===== config.mk =====
export PLATFORM = sky130hd
export DESIGN_NAME = pipe_skid_stage
export DESIGN_NICKNAME = d
export VERILOG_FILES = /design/src/rtl/pipe_skid_stage.sv
export SDC_FILE = /design/constraint.sdc
export NUM_CORES = 1
export LEC_CHECK = 0
export BUFFER_PORTS_ARGS = -buffer_cell sky130_fd_sc_hd__buf_2
export CAP_MARGIN = 20
export CORE_ASPECT_RATIO = 0.9
export CORE_MARGIN = 1
export CORE_UTILIZATION = 41
export CTS_BUF_LIST = sky130_fd_sc_hd__clkbuf_8
export CTS_CLUSTER_DIAMETER = 40
export CTS_CLUSTER_SIZE = 8
export DETAILED_ROUTE_END_ITERATION = 12
export SETUP_SLACK_MARGIN = 0.4
export SYNTH_ARGS = -nofsm -noshare
export SYNTH_HDL_FRONTEND = slang
export SYNTH_SLANG_ARGS = --single-unit
export TNS_END_PERCENT = 1

===== constraint.sdc =====
create_clock -name clk -period 4.5 [get_ports clk]
set_input_delay 0.45 -clock clk [delete_from_list [all_inputs] [get_ports clk]]
set_output_delay 0.45 -clock clk [all_outputs]
set_load 0.03 [all_outputs]

===== src/rtl/pipe_skid_stage.sv =====
// rtl/pipe_skid_stage.sv - valid/ready pipeline stage with one-entry skid buffer and flush
// Optional stall counter enabled by defining PIPE_SKID_PERF_EN.
module pipe_skid_stage #(
    parameter int unsigned           WIDTH      = 64,
    parameter logic [WIDTH-1:0]      BUBBLE_VAL = '0,
    parameter int unsigned           CNT_W      = 32
) (
    input  logic             clk,
    input  logic             reset,
    input  logic             flush,
    input  logic             in_valid,
    output logic             in_ready,
    input  logic [WIDTH-1:0] in_data,
    output logic             out_valid,
    input  logic             out_ready,
`ifdef PIPE_SKID_PERF_EN
    output logic [CNT_W-1:0] stall_cnt,
`endif
    output logic [WIDTH-1:0] out_data
);

    if (WIDTH < 1 || WIDTH > 256 || CNT_W < 1) begin : g_param_check
        $error("pipe_skid_stage: WIDTH must be 1..256 and CNT_W at least 1");
    end

    typedef enum logic [1:0] {
        ST_EMPTY = 2'b00,
        ST_FULL  = 2'b01,
        ST_SKID  = 2'b10
    } state_t;

    state_t           state_q, state_d;
    logic [WIDTH-1:0] main_q, main_d;
    logic [WIDTH-1:0] skid_q, skid_d;

    logic in_fire;
    logic out_fire;

    // Handshake outputs decode only from registered state, so neither depends on any input.
    assign out_valid = (state_q == ST_FULL) || (state_q == ST_SKID);
    assign in_ready  = (state_q == ST_EMPTY) || (state_q == ST_FULL);
    assign out_data  = main_q;

    assign in_fire  = in_valid & in_ready;
    assign out_fire = out_valid & out_ready;

    always_comb begin
        state_d = state_q;
        main_d  = main_q;
        skid_d  = skid_q;
        if (flush) begin
            // A concurrent in_fire is swallowed; a concurrent out_fire has already been seen downstream.
            state_d = ST_EMPTY;
            main_d  = BUBBLE_VAL;
            skid_d  = BUBBLE_VAL;
        end else begin
            case (state_q)
                ST_EMPTY: begin
                    if (in_fire) begin
                        state_d = ST_FULL;
                        main_d  = in_data;
                    end
                end
                ST_FULL: begin
                    if (in_fire && out_fire) begin
                        main_d = in_data;
                    end else if (out_fire) begin
                        state_d = ST_EMPTY;
                    end else if (in_fire) begin
                        state_d = ST_SKID;
                        skid_d  = in_data;
                    end
                end
                ST_SKID: begin
                    if (out_fire) begin
                        state_d = ST_FULL;
                        main_d  = skid_q;
                        skid_d  = BUBBLE_VAL;
                    end
                end
                default: begin
                    state_d = ST_EMPTY;
                    main_d  = BUBBLE_VAL;
                    skid_d  = BUBBLE_VAL;
                end
            endcase
        end
    end

    always_ff @(posedge clk or negedge reset) begin
        if (!reset) begin
            state_q <= ST_EMPTY;
            main_q  <= BUBBLE_VAL;
            skid_q  <= BUBBLE_VAL;
        end else begin
            state_q <= state_d;
            main_q  <= main_d;
            skid_q  <= skid_d;
        end
    end

`ifdef PIPE_SKID_PERF_EN
    logic [CNT_W-1:0] stall_cnt_q;

    // Saturating; only reset clears it so flushes do not hide stall history.
    always_ff @(posedge clk or negedge reset) begin
        if (!reset) begin
            stall_cnt_q <= '0;
        end else if (out_valid && !out_ready && !(&stall_cnt_q)) begin
            stall_cnt_q <= stall_cnt_q + 1'b1;
        end
    end

    assign stall_cnt = stall_cnt_q;
`endif

endmodule


* Word-level counts from Yosys, hierarchy flattened *
Cells that the tools add are included.

cells by class
  bitwise gates (word level) = 2
  reduce and logical (&&, ||, !) cells = 7
  $lt $le $gt $ge = 0
  muxes and demuxes = 17
  equality and inequality tests = 10
  shift-type cells = 0
  add/subtract/negate cells = 0
  div/mod/pow operators = 0
  multipliers = 0

operator list
  kind                                                              number
  64-bit two-way mux                                                8
  64-bit case mux with 3 select lines                               2
  3-bit != test (second input constant)                             5
  2-bit two-way mux                                                 6
  2-bit case mux with 3 select lines                                1
  5-bit AND reduction                                               1
  4-bit != test (second input constant)                             1
  4-bit AND reduction                                               1
  3-bit by 2-bit != test with 1-bit output (second input constant)  1
  3-bit AND reduction                                               1
  1-bit bitwise AND                                                 2
  2-bit by 1-bit == test with 1-bit output (second input constant)  1
  2-bit == test (second input constant)                             1
  2-bit logical NOT                                                 1
  1-bit logical OR                                                  2
  2-bit != test (second input constant)                             1
  1-bit logical AND                                                 1

storage, ports and cells
  bits in read-only memories = 0
  logic and storage cells = 39
  RAM bits = 0
  bits in latches = 0
  bits in registers = 130
  memories kept = 0
  input bits = 69
  output and inout port bits = 66

* Depth between registers and ports, before layout *
Gate-level depths: netlist of run 1.

  depth in word-level cells = 8
  gate-level depth with buffers = 8
  gate-level depth less buffers = 6

* Worst setup path after synthesis of run 1 *
Ideal clock, no wire load.

  kind = flip-flop to flip-flop
  start point = register state_q[0]
  end point = register main_q[59] (netlist: out_data[59])
  library setup time = 0.125 ns
  arrival = 2.090 ns
  required time = 4.375 ns
  buffers on the path = 1
  slack = 2.285 ns
  period minus slack after synthesis = 2.215 ns
  stages on the path, launching flop included = 8
  cell sequence = dfrtp_1 -> inv_1 -> ha_1 -> and2_2 -> nand2_1 -> a21oi_4 -> buf_6 -> mux2_2

on the way
  word-level cells in the longest chain between the ends = 6
  elaborated cells on any way between the ends = 14
  classes of those cells = 5 x eq/ne; 2 x mux; 2 x bitwise; 5 x reduce/logical

RTL lines
  element                                                                           RTL line  text
  start, declared                                                                   32        state_t state_q, state_d;
  start signal, assigned                                                            96        state_q <= state_d;
  2-bit by 1-bit == test with 1-bit output / 2-bit == test (equally long branches)  40        assign out_valid = (state_q == ST_FULL) || (state_q == ST_SKID);
  1-bit logical OR *                                                                40
  via out_valid                                                                     14        output logic out_valid,
  1-bit bitwise AND *                                                               45        assign out_fire = out_valid & out_ready;
  1-bit logical AND                                                                 65        if (in_fire && out_fire) begin
  3-bit by 2-bit != test with 1-bit output (no source line)                         n/a
  3-bit AND reduction (no source line) *                                            n/a
  end signal, assigned                                                              97        main_q <= main_d;
  end, declared                                                                     33        logic [WIDTH-1:0] main_q, main_d;

Mark *: on every way through the listed nets, which the timed path passes. The rest lies on a longest branch.
A chain may end at the register's enable or synchronous reset.

* Worst setup path after layout of run 1 *
  start point = register state_q[0]
  end point = output in_ready

on the way
  word-level cells in the longest chain between the ends = 2
  elaborated cells on any way between the ends = 3
  classes of those cells = 1 x eq/ne; 2 x reduce/logical

RTL lines
  element                                                                               RTL line  text
  2-bit by 1-bit == test with 1-bit output / 2-bit logical NOT (equally long branches)  41        assign in_ready = (state_q == ST_EMPTY) || (state_q == ST_FULL);
  1-bit logical OR *                                                                    41
  end, declared                                                                         12        output logic in_ready,

Mark *: on every way between the ends. The rest lies on a longest branch, timed or not.

==> metrics.yaml, run 1 <==
synth:
  synth_enable_flop_cells: 0
  netlist_instances: 455
  synth_area_leaders: "dfrtp_1 (57%), a22o_1 (9.8%), mux2_2 (9.6%)"
  synth_top_family_by_area: "compound AO/OA/AOI/OAI gates"
  synthMuxAreaShare: 0.1257
  ys_seq_elements: 130
  yosysWarnings: 0
  ys.flop_type: "dfrtp_1"
  syn-cell-area_mm2: 0.005733
  synthMostInstantiatedCell: "dfrtp_1"
  synthXorXnorAreaFrac: 0
  synthSimpleGateAreaFrac: 0.05827
  synth_fa_ha_area_frac: 0.008730
  yosysSeqAreaShare: 0.5674
  yosysUniqueCellTypes: 30
  synth-compound-area-share: 0.1953
  yosysTopAreaCellShare: 0.5674
  syn-num-nets: 528
  yosys-top-cells-count: "dfrtp_1 (130), nor2_1 (65), a22o_1 (64), a22oi_1 (64), mux2_2 (49)"
  avgSynthCellArea_um2: 12.60
  yosysTopAreaCell: "dfrtp_1"
  synthArstFlopShare: 1.000
worst_setup_path:
  arrival_ns: 2.49
  crit_fanout: 49
  worstSetupPathType: "register to primary output"
  cp.required_ns: 4.05
  endpoint_kind: "primary output"
  crit_path_start_kind: "register"
  r2r_slack_ns: 1.79
final_layout:
  final_area_mm2: 0.006994
  final_net_count: 652
  drive_above_1_share: 0.3953
  syn_to_final_growth_pct: 22.00
  diodes: 0
power_and_ir_drop:
  peakVddDrop_uv: 296.0
  p_per_area_mw_per_mm2: 477.5
  p_leak_nw: 3.652
timing:
  setup_tns_ns: 0
  timing.fmax_mhz: 340.6
  setup_ws_ns: 1.564
  tightest_slew_ns: 0.7616
  relSlewSlack: 0.4911
  period_share: 0.6525
  hold_violations: 0
  rsz0062_at_grt: "no"
  slew_viol_final: 0
  setup_violations: 0
  period_minus_slack_ns: 2.936
  skew_ns: 0.01073
clock_network:
  root_buffer: "clkbuf_8"
  clk_latency_ns: 0.43
  cts_max_path_buffers: 2
  clk_pin_slew_ns: 0.07
  htree_levels: 4
  cts_setup_buffers: 0
  cts_num_sinks: 130
  cts_tree: "done"
  hold_buffers: 0
  cts.repair.resized: 0
  cts_buffers: 17
routing:
  vias_per_cell: 5.574
  ant_nets: 0
  dr_total_vias: 4236
  wire_per_inst_um: 17.55
  first_pass_iters: 5
  drtIter0Drc: 351
  drc: 0
  wirelength_mm: 13.34
place:
  dpl-instance-area_mm2: 0.006457
  post-place-ws_ns: 1.801
  dpl.hpwl_mm: 8.409
  port_buffers: 134
  gp_congestion: 0.7603
die:
  die_h_um: 114.2
  start_util: 0.4243
  core_region_area_mm2: 0.01351
  dieWidth_um: 126.6
  io_pins: 135
  fp.dieArea_mm2: 0.01446
  rows: 40
worst_hold_path:
  hold_class: "primary input to asynchronous set/reset pin"
grt:
  overflow: 0
  antenna_found_initial: 2
  grt_pass1_vias: 4153
  grt_max_degree: 66
  grt_pass1_wl_mm: 21.75
  grt_use_total: 0.1959
run:
  cap_violations: 0
outcome:
  status: "complete, no violations"
## metal layers
metal	track usage	vias to the layer above	wire [um]
li1	-	1935	-
met1	0.2817	2149	6473
met2	0.2836	135	5939
met3	0.05467	13	777
met4	0.06747	4	122
met5	0	-	23
## worst paths after layout
check / start / end / depth (start not counted)
hold / removal: reset / out_data[18] / 1
hold reg to reg: out_data[2] / out_data[2] / 1
max in group asynchronous: reset / skid_q[11] / 2
setup reg to reg: state_q[0] / skid_q[5] / 7
setup / recovery: state_q[0] / in_ready / 5
min in group clk: in_data[45] / skid_q[45] / 2
## critical path: stages (launching register included)
cell,delay (ns)
dfrtp_1,0.42
inv_1,0.11
ha_1,0.27
or2_2,0.38
buf_4,0.53
buf_2,0.30
## area by class of cell
type	count	area (um^2)
clock inverters	9	220.2
multi-input cells	283	2235
clock buffers	23	316.6
flip-flops and latches	130	3253
fillers	1228	6519
inverters	3	11.26
repair buffers	144	748.2
well taps	168	210.2
## power breakdown
part	internal [mW]	leakage, nW	total, mW	switching (mW)
registers	1.27	1.76	1.33	0.0552
logic	0.246	1.62	0.714	0.468
clock network	0.860	0.272	1.30	0.439
## metrics by stage
step / instances / hold slack [ns] / total power, mW / utilization
final: 760 / 0.03328 / 3.340 / 0.5176
after floorplan: 455 / 0.1544 / 1.855 / -
after detailed placement: 728 / 0.4743 / 2.070 / 0.4779
after global placement: 728 / 0.4619 / 2.059 / 0.4779
after CTS: 760 / 0.02013 / 3.379 / 0.5176
after global routing: 760 / 0.04876 / 3.499 / 0.5176
## kinds of logic (layout without fill, tap and decap cells)
logic type | count (synthesis) | after routing
AO/OA/AOI/OAI | 138 | 138
flip-flops | 130 | 130
AND/OR/NAND/NOR | 77 | 77
multiplexers | 64 | 64
buffers and inverters | 42 | 179
adder cells (fa/ha/maj) | 4 | 4
## registers in the layout, summed over array words and instances (netlist names)
signal / count
out_data: 64
skid_q: 64
state_q: 2
## placed cells by master (no fill, tap or decap), drive strengths merged, types with 2 or more instances in the layout
cell type,instances
buf,144
dfrtp,130
nor2,65
a22oi,64
a22o,64
mux2,64
clkbuf,23
bufinv,7
ha,4
a21oi,4
inv,3
or2,2
nand2b,2
o21ai,2
clkinv,2
nor3,2
(Power assumes the default switching activity.)
==> run 2, diff against run 1 <==
Settings changed: PLACE_DENSITY set to 0.66.
Clock period 4.5 ns to 2.52 ns, I/O delays scaled along.
==> metrics.yaml, run 2 (same netlist as run 1, synthesis figures left out) <==
worst_setup_path:
  startpoint: "state_q[1]"
  r2r-end: "out_data[32]"
  worstSetupPathType: "register to primary output"
  critical_path_buf_inv_count: 3
  cp_num_cells: 5
  worstPathCellList: "inv_2 > ha_2 > or2_2 > buf_12 > buf_4"
  r2r_slack_ns: 0.48
  crit_family: "buffers and inverters"
  r2r_cells: 8
  arrival_ns: 1.82
  r2r-start: "state_q[0]"
  crit_end: "in_ready"
  cp.required_ns: 2.27
  crit_path_start_kind: "register"
  crit_fanout: 28
  cpPeakStageDelay_ns: 0.39
  slowest_stage: "dfrtp_1"
  endpoint_kind: "primary output"
timing:
  relSlewSlack: 0.6516
  timing.fmax_mhz: 482.6
  setup_tns_ns: 0
  holdWs_ns: 0.03338
  setup_ws_ns: 0.4479
  hold_violations: 0
  skew_ns: 0.01161
  period_minus_slack_ns: 2.072
  period_share: 0.8222
  tightest_slew_ns: 0.5225
  setup_violations: 0
  slew_viol_final: 0
  rsz0062_at_grt: "no"
final_layout:
  final_net_count: 671
  fillers: 1173
  syn_to_final_growth_pct: 26.63
  fin_cells: 779
  layout_common_cells: "buf_2 (132), dfrtp_1 (130), nor2_1 (65)"
  multi_input_area_mm2: 0.002255
  drive_above_1_share: 0.4124
  regArea_mm2: 0.003253
  diodes: 0
  layout_commonest_cell: "buf_2"
  utilization: 0.5372
power_and_ir_drop:
  combPwrFrac: 0.253
  p_int_mw: 3.980
  p_leak_nw: 3.782
  p_sw_mw: 1.811
  p_sw_frac: 0.3127
  p_seq_frac: 0.409
  p_per_area_mw_per_mm2: 797.6
  peakVddDrop_uv: 427.9
  clockPowerShare: 0.338
routing:
  drtIter0Drc: 358
  wirelength_mm: 14.70
  drc: 0
  first_pass_iters: 5
  wire_per_inst_um: 18.87
  dr_total_vias: 4414
  ant_nets: 0
  vias_per_cell: 5.666
place:
  port_buffers: 134
  post-place-ws_ns: 0.2704
  dp.cells: 731
  dpl.hpwl_mm: 8.668
  gp_congestion: 0.7577
clock_network:
  cts_max_path_buffers: 2
  cts_buffers: 17
  root_buffer: "clkbuf_8"
  cts_tree: "done"
  clk_latency_ns: 0.45
  cts_num_sinks: 130
  htree_levels: 4
  clk_pin_slew_ns: 0.07
run:
  cap_violations: 0
grt:
  grt_use_total: 0.2010
  grt_pass1_wl_mm: 22.25
  grt_pass1_vias: 4198
  grt_max_degree: 82
  overflow: 0
  antenna_found_initial: 1
die:
  dieWidth_um: 126.6
  die_h_um: 114.2
  rows: 40
  core_region_area_mm2: 0.01351
  io_pins: 135
  start_util: 0.4243
  fp.dieArea_mm2: 0.01446
worst_hold_path:
  hold_class: "primary input to register"
  hold_depth: 2
outcome:
  status: "complete, no violations"
## run 2: cell type report
type,count,share of cell area
tap,168,0.02896
inverter,3,0.001551
timing repair buffer,163,0.1505
clock buffer,20,0.03792
clock inverter,12,0.02241
multi-input combinational,283,0.3106
sequential,130,0.4481
## run 2: power by group through the flow
| stage | Combinational (mW) | Clock, mW | Sequential, mW |
|---|---|---|---|
| finish | 1.46 | 1.96 | 2.37 |
| global route | 1.57 | 2.08 | 2.39 |
| global placement | 1.29 | 0 | 2.40 |
| detailed placement | 1.32 | 0 | 2.41 |
| floorplan | 0.592 | 0 | 2.72 |
| CTS | 1.34 | 2.00 | 2.37 |
## run 2: how the worst min path moves through the flow
stage                               to   startpoint  slack (ns)
after floorplan            out_data[0]        reset       -0.04
after global placement    out_data[14]        reset        0.08
after detailed placement  out_data[14]        reset        0.08
after CTS                   skid_q[47]  in_data[47]       0.004
after global routing        skid_q[13]  in_data[13]        0.02
final                       skid_q[62]  in_data[62]        0.03
## run 2: per-layer routing
| layer | global-route usage | share of wire | vias to the layer above | wire length, um |
|---|---|---|---|---|
| met5 | 0 | 0.00068 | - | 10 |
| met4 | 0.07631 | 0.0086 | 2 | 127 |
| met3 | 0.06028 | 0.062 | 16 | 906 |
| met2 | 0.3017 | 0.46 | 167 | 6834 |
| met1 | 0.2746 | 0.46 | 2247 | 6823 |
| li1 | - | - | 1982 | - |
## run 2: worst register-to-register path, cell delays in order, from the launching register on
cell and delay, ns:
dfrtp_1 0.41, inv_2 0.08, ha_4 0.28, and2_4 0.17, nand2_1 0.10, a21oi_4 0.18, buf_12 0.18, clkbuf_16 0.18
mux2_2 0.34
## run 2: stage by stage
stage	instance area [um^2]	power, mW
CTS	7054	5.713
finish	7259	5.790
global route	7259	6.037
floorplan	5736	3.314
detailed placement	6545	3.725
global placement	6545	3.690
## run 2: what timing repair did
action | 4_1_cts | 5_1_grt
setup endpoints to repair | 83 | 130
cloned | 0 | 6
pin swaps | 1 | 2
buffers inserted | 2 | 4
gates resized for setup | 5 | 10
endpoints found under the hold margin | 133 | 0
hold buffers | 4 | 0
==> run 3, diff against run 2 <==
Clock period 2.52 ns to 1.9 ns, I/O delays scaled along.
==> metrics.yaml, run 3 (same netlist as run 1, synthesis figures left out) <==
outcome:
  status: "finished with violations"
  violations: "negative setup slack"
worst_setup_path:
  crit_path_start_kind: "register"
  crit_fanout: 8
  cp.required_ns: 2.22
  endpoint_kind: "register"
  arrival_ns: 2.27
  worstSetupPathType: "register to register"
timing:
  setup_violations: 58
  setup_ws_ns: -0.05130
  hold_violations: 0
  slew_viol_final: 0
  tightest_slew_ns: 0.5683
  relSlewSlack: 0.6211
  period_minus_slack_ns: 1.951
  rsz0062_at_grt: "yes"
  skew_ns: 0.01154
  holdWs_ns: 0.07290
  timing.fmax_mhz: 512.5
  period_share: 1.027
  setup_tns_ns: -0.9081
grt:
  grt_use_total: 0.2189
  grt_pass1_vias: 4653
  overflow: 0
  antenna_found_initial: 0
  grt_use_met3: 0.05234
  grt_use_met1: 0.2830
  grt_max_degree: 55
  grt_pass1_wl_mm: 24.03
  gr-max-usage-layer: "met2"
  grt.met2_usage: 0.3635
place:
  port_buffers: 134
  dp.cells: 738
  gp_congestion: 0.7260
  dpl.hpwl_mm: 8.981
final_layout:
  fin_cells: 842
  multi_input_area_mm2: 0.002285
  layout_common_cells: "buf_2 (132), dfrtp_1 (130), dlygate4sd3_1 (66)"
  fillers: 1096
  regArea_mm2: 0.003253
  drive_above_1_share: 0.3828
  utilization: 0.5856
  diodes: 0
  layout_commonest_cell: "buf_2"
  final_net_count: 734
  syn_to_final_growth_pct: 38.02
clock_network:
  clk_pin_slew_ns: 0.08
  cts_max_path_buffers: 2
  cts_tree: "done"
  cts_num_sinks: 130
  cts_buffers: 17
  clk_latency_ns: 0.44
  root_buffer: "clkbuf_8"
  htree_levels: 4
routing:
  wirelength_mm: 15.34
  dr_total_vias: 4665
  drtIter0Drc: 251
  ant_nets: 0
  first_pass_iters: 6
  drc: 0
  wire_per_inst_um: 18.22
  vias_per_cell: 5.540
run:
  cap_violations: 0
power_and_ir_drop:
  p_per_area_mw_per_mm2: 973.2
  p_sw_frac: 0.3196
  p_seq_frac: 0.409
  p_int_mw: 5.239
  power_mw: 7.700
  p_leak_nw: 4.031
  p_sw_mw: 2.461
  combPwrFrac: 0.270
  peakVddDrop_uv: 675.6
  clockPowerShare: 0.321
die:
  die_h_um: 114.2
  io_pins: 135
  rows: 40
  dieWidth_um: 126.6
  fp.dieArea_mm2: 0.01446
  start_util: 0.4243
  core_region_area_mm2: 0.01351
worst_hold_path:
  hold_class: "primary input to register"
run 3: cell count changes in the layout (fill, tap and decap cells not counted), sizes merged:
| cell | before | now |
|---|---|---|
| clkinvlp | 2 | 5 |
| bufinv | 4 | 3 |
| clkinv | 4 | 5 |
| inv | 5 | 3 |
| bufbuf | 0 | 1 |
| buf | 155 | 158 |
| clkbuf | 24 | 20 |
| dlygate4sd3 | 4 | 66 |
run 3: power groups by stage:
stage	clock, mW	sequential, mW	combinational [mW]
CTS	2.53	3.15	2.06
global route	2.65	3.18	2.21
floorplan	0	3.61	0.800
global placement	0	3.19	1.80
detailed placement	0	3.20	1.84
finish	2.47	3.15	2.08
run 3: final timing paths:
kind / depth (start not counted) / slack [ns] / from / to
hold / removal: 2 / 0.07 / flush / state_q[0]
setup reg to reg: 8 / -0.05 / state_q[0] / out_data[29]
hold reg to reg: 1 / 0.48 / out_data[3] / out_data[3]
setup / recovery: 8 / -0.05 / state_q[0] / out_data[29]
min in group asynchronous: 2 / 0.29 / reset / out_data[15]
max in group asynchronous: 3 / 0.93 / reset / skid_q[46]
run 3: per-layer routing:
layer  share of wire  vias up
li1                -     2105
met1            0.46     2366
met2            0.47      178
met3           0.056       16
met4           0.011        0
met5               0        -
run 3: layout make-up:
type,count,share of cell area
Clock buffer,19,0.03305
Clock inverter,13,0.02024
Inverter,3,0.001423
Multi-Input combinational cell,283,0.2887
Sequential cell,130,0.4111
Tap cell,168,0.02657
Timing Repair Buffer,226,0.2188
run 3: per-stage QoR:
step | setup slack [ns] | area [um^2]
6_report | -0.05130 | 7913
3_3_place_gp | -0.01364 | 6678
5_1_grt | -0.1139 | 7913
2_1_floorplan | -0.04818 | 5753
4_1_cts | -0.04019 | 7884
3_5_place_dp | -0.1263 | 6678
run 3: worst max-delay path, stage by stage, from the launching register on:
cell	delay, ns
dfrtp_1	0.41
inv_2	0.08
ha_4	0.29
and2_4	0.15
nand2_2	0.06
a21oi_4	0.16
buf_4	0.18
clkbuf_16	0.17
mux2_2	0.33
run 3: what timing repair did:
action,4_1_cts,5_1_grt
pin swaps,3,1
setup buffers,3,0
hold buffers,66,0
resized for setup,9,1
setup endpoints to repair,132,132
gates cloned,2,1
hold endpoints to repair,103,0
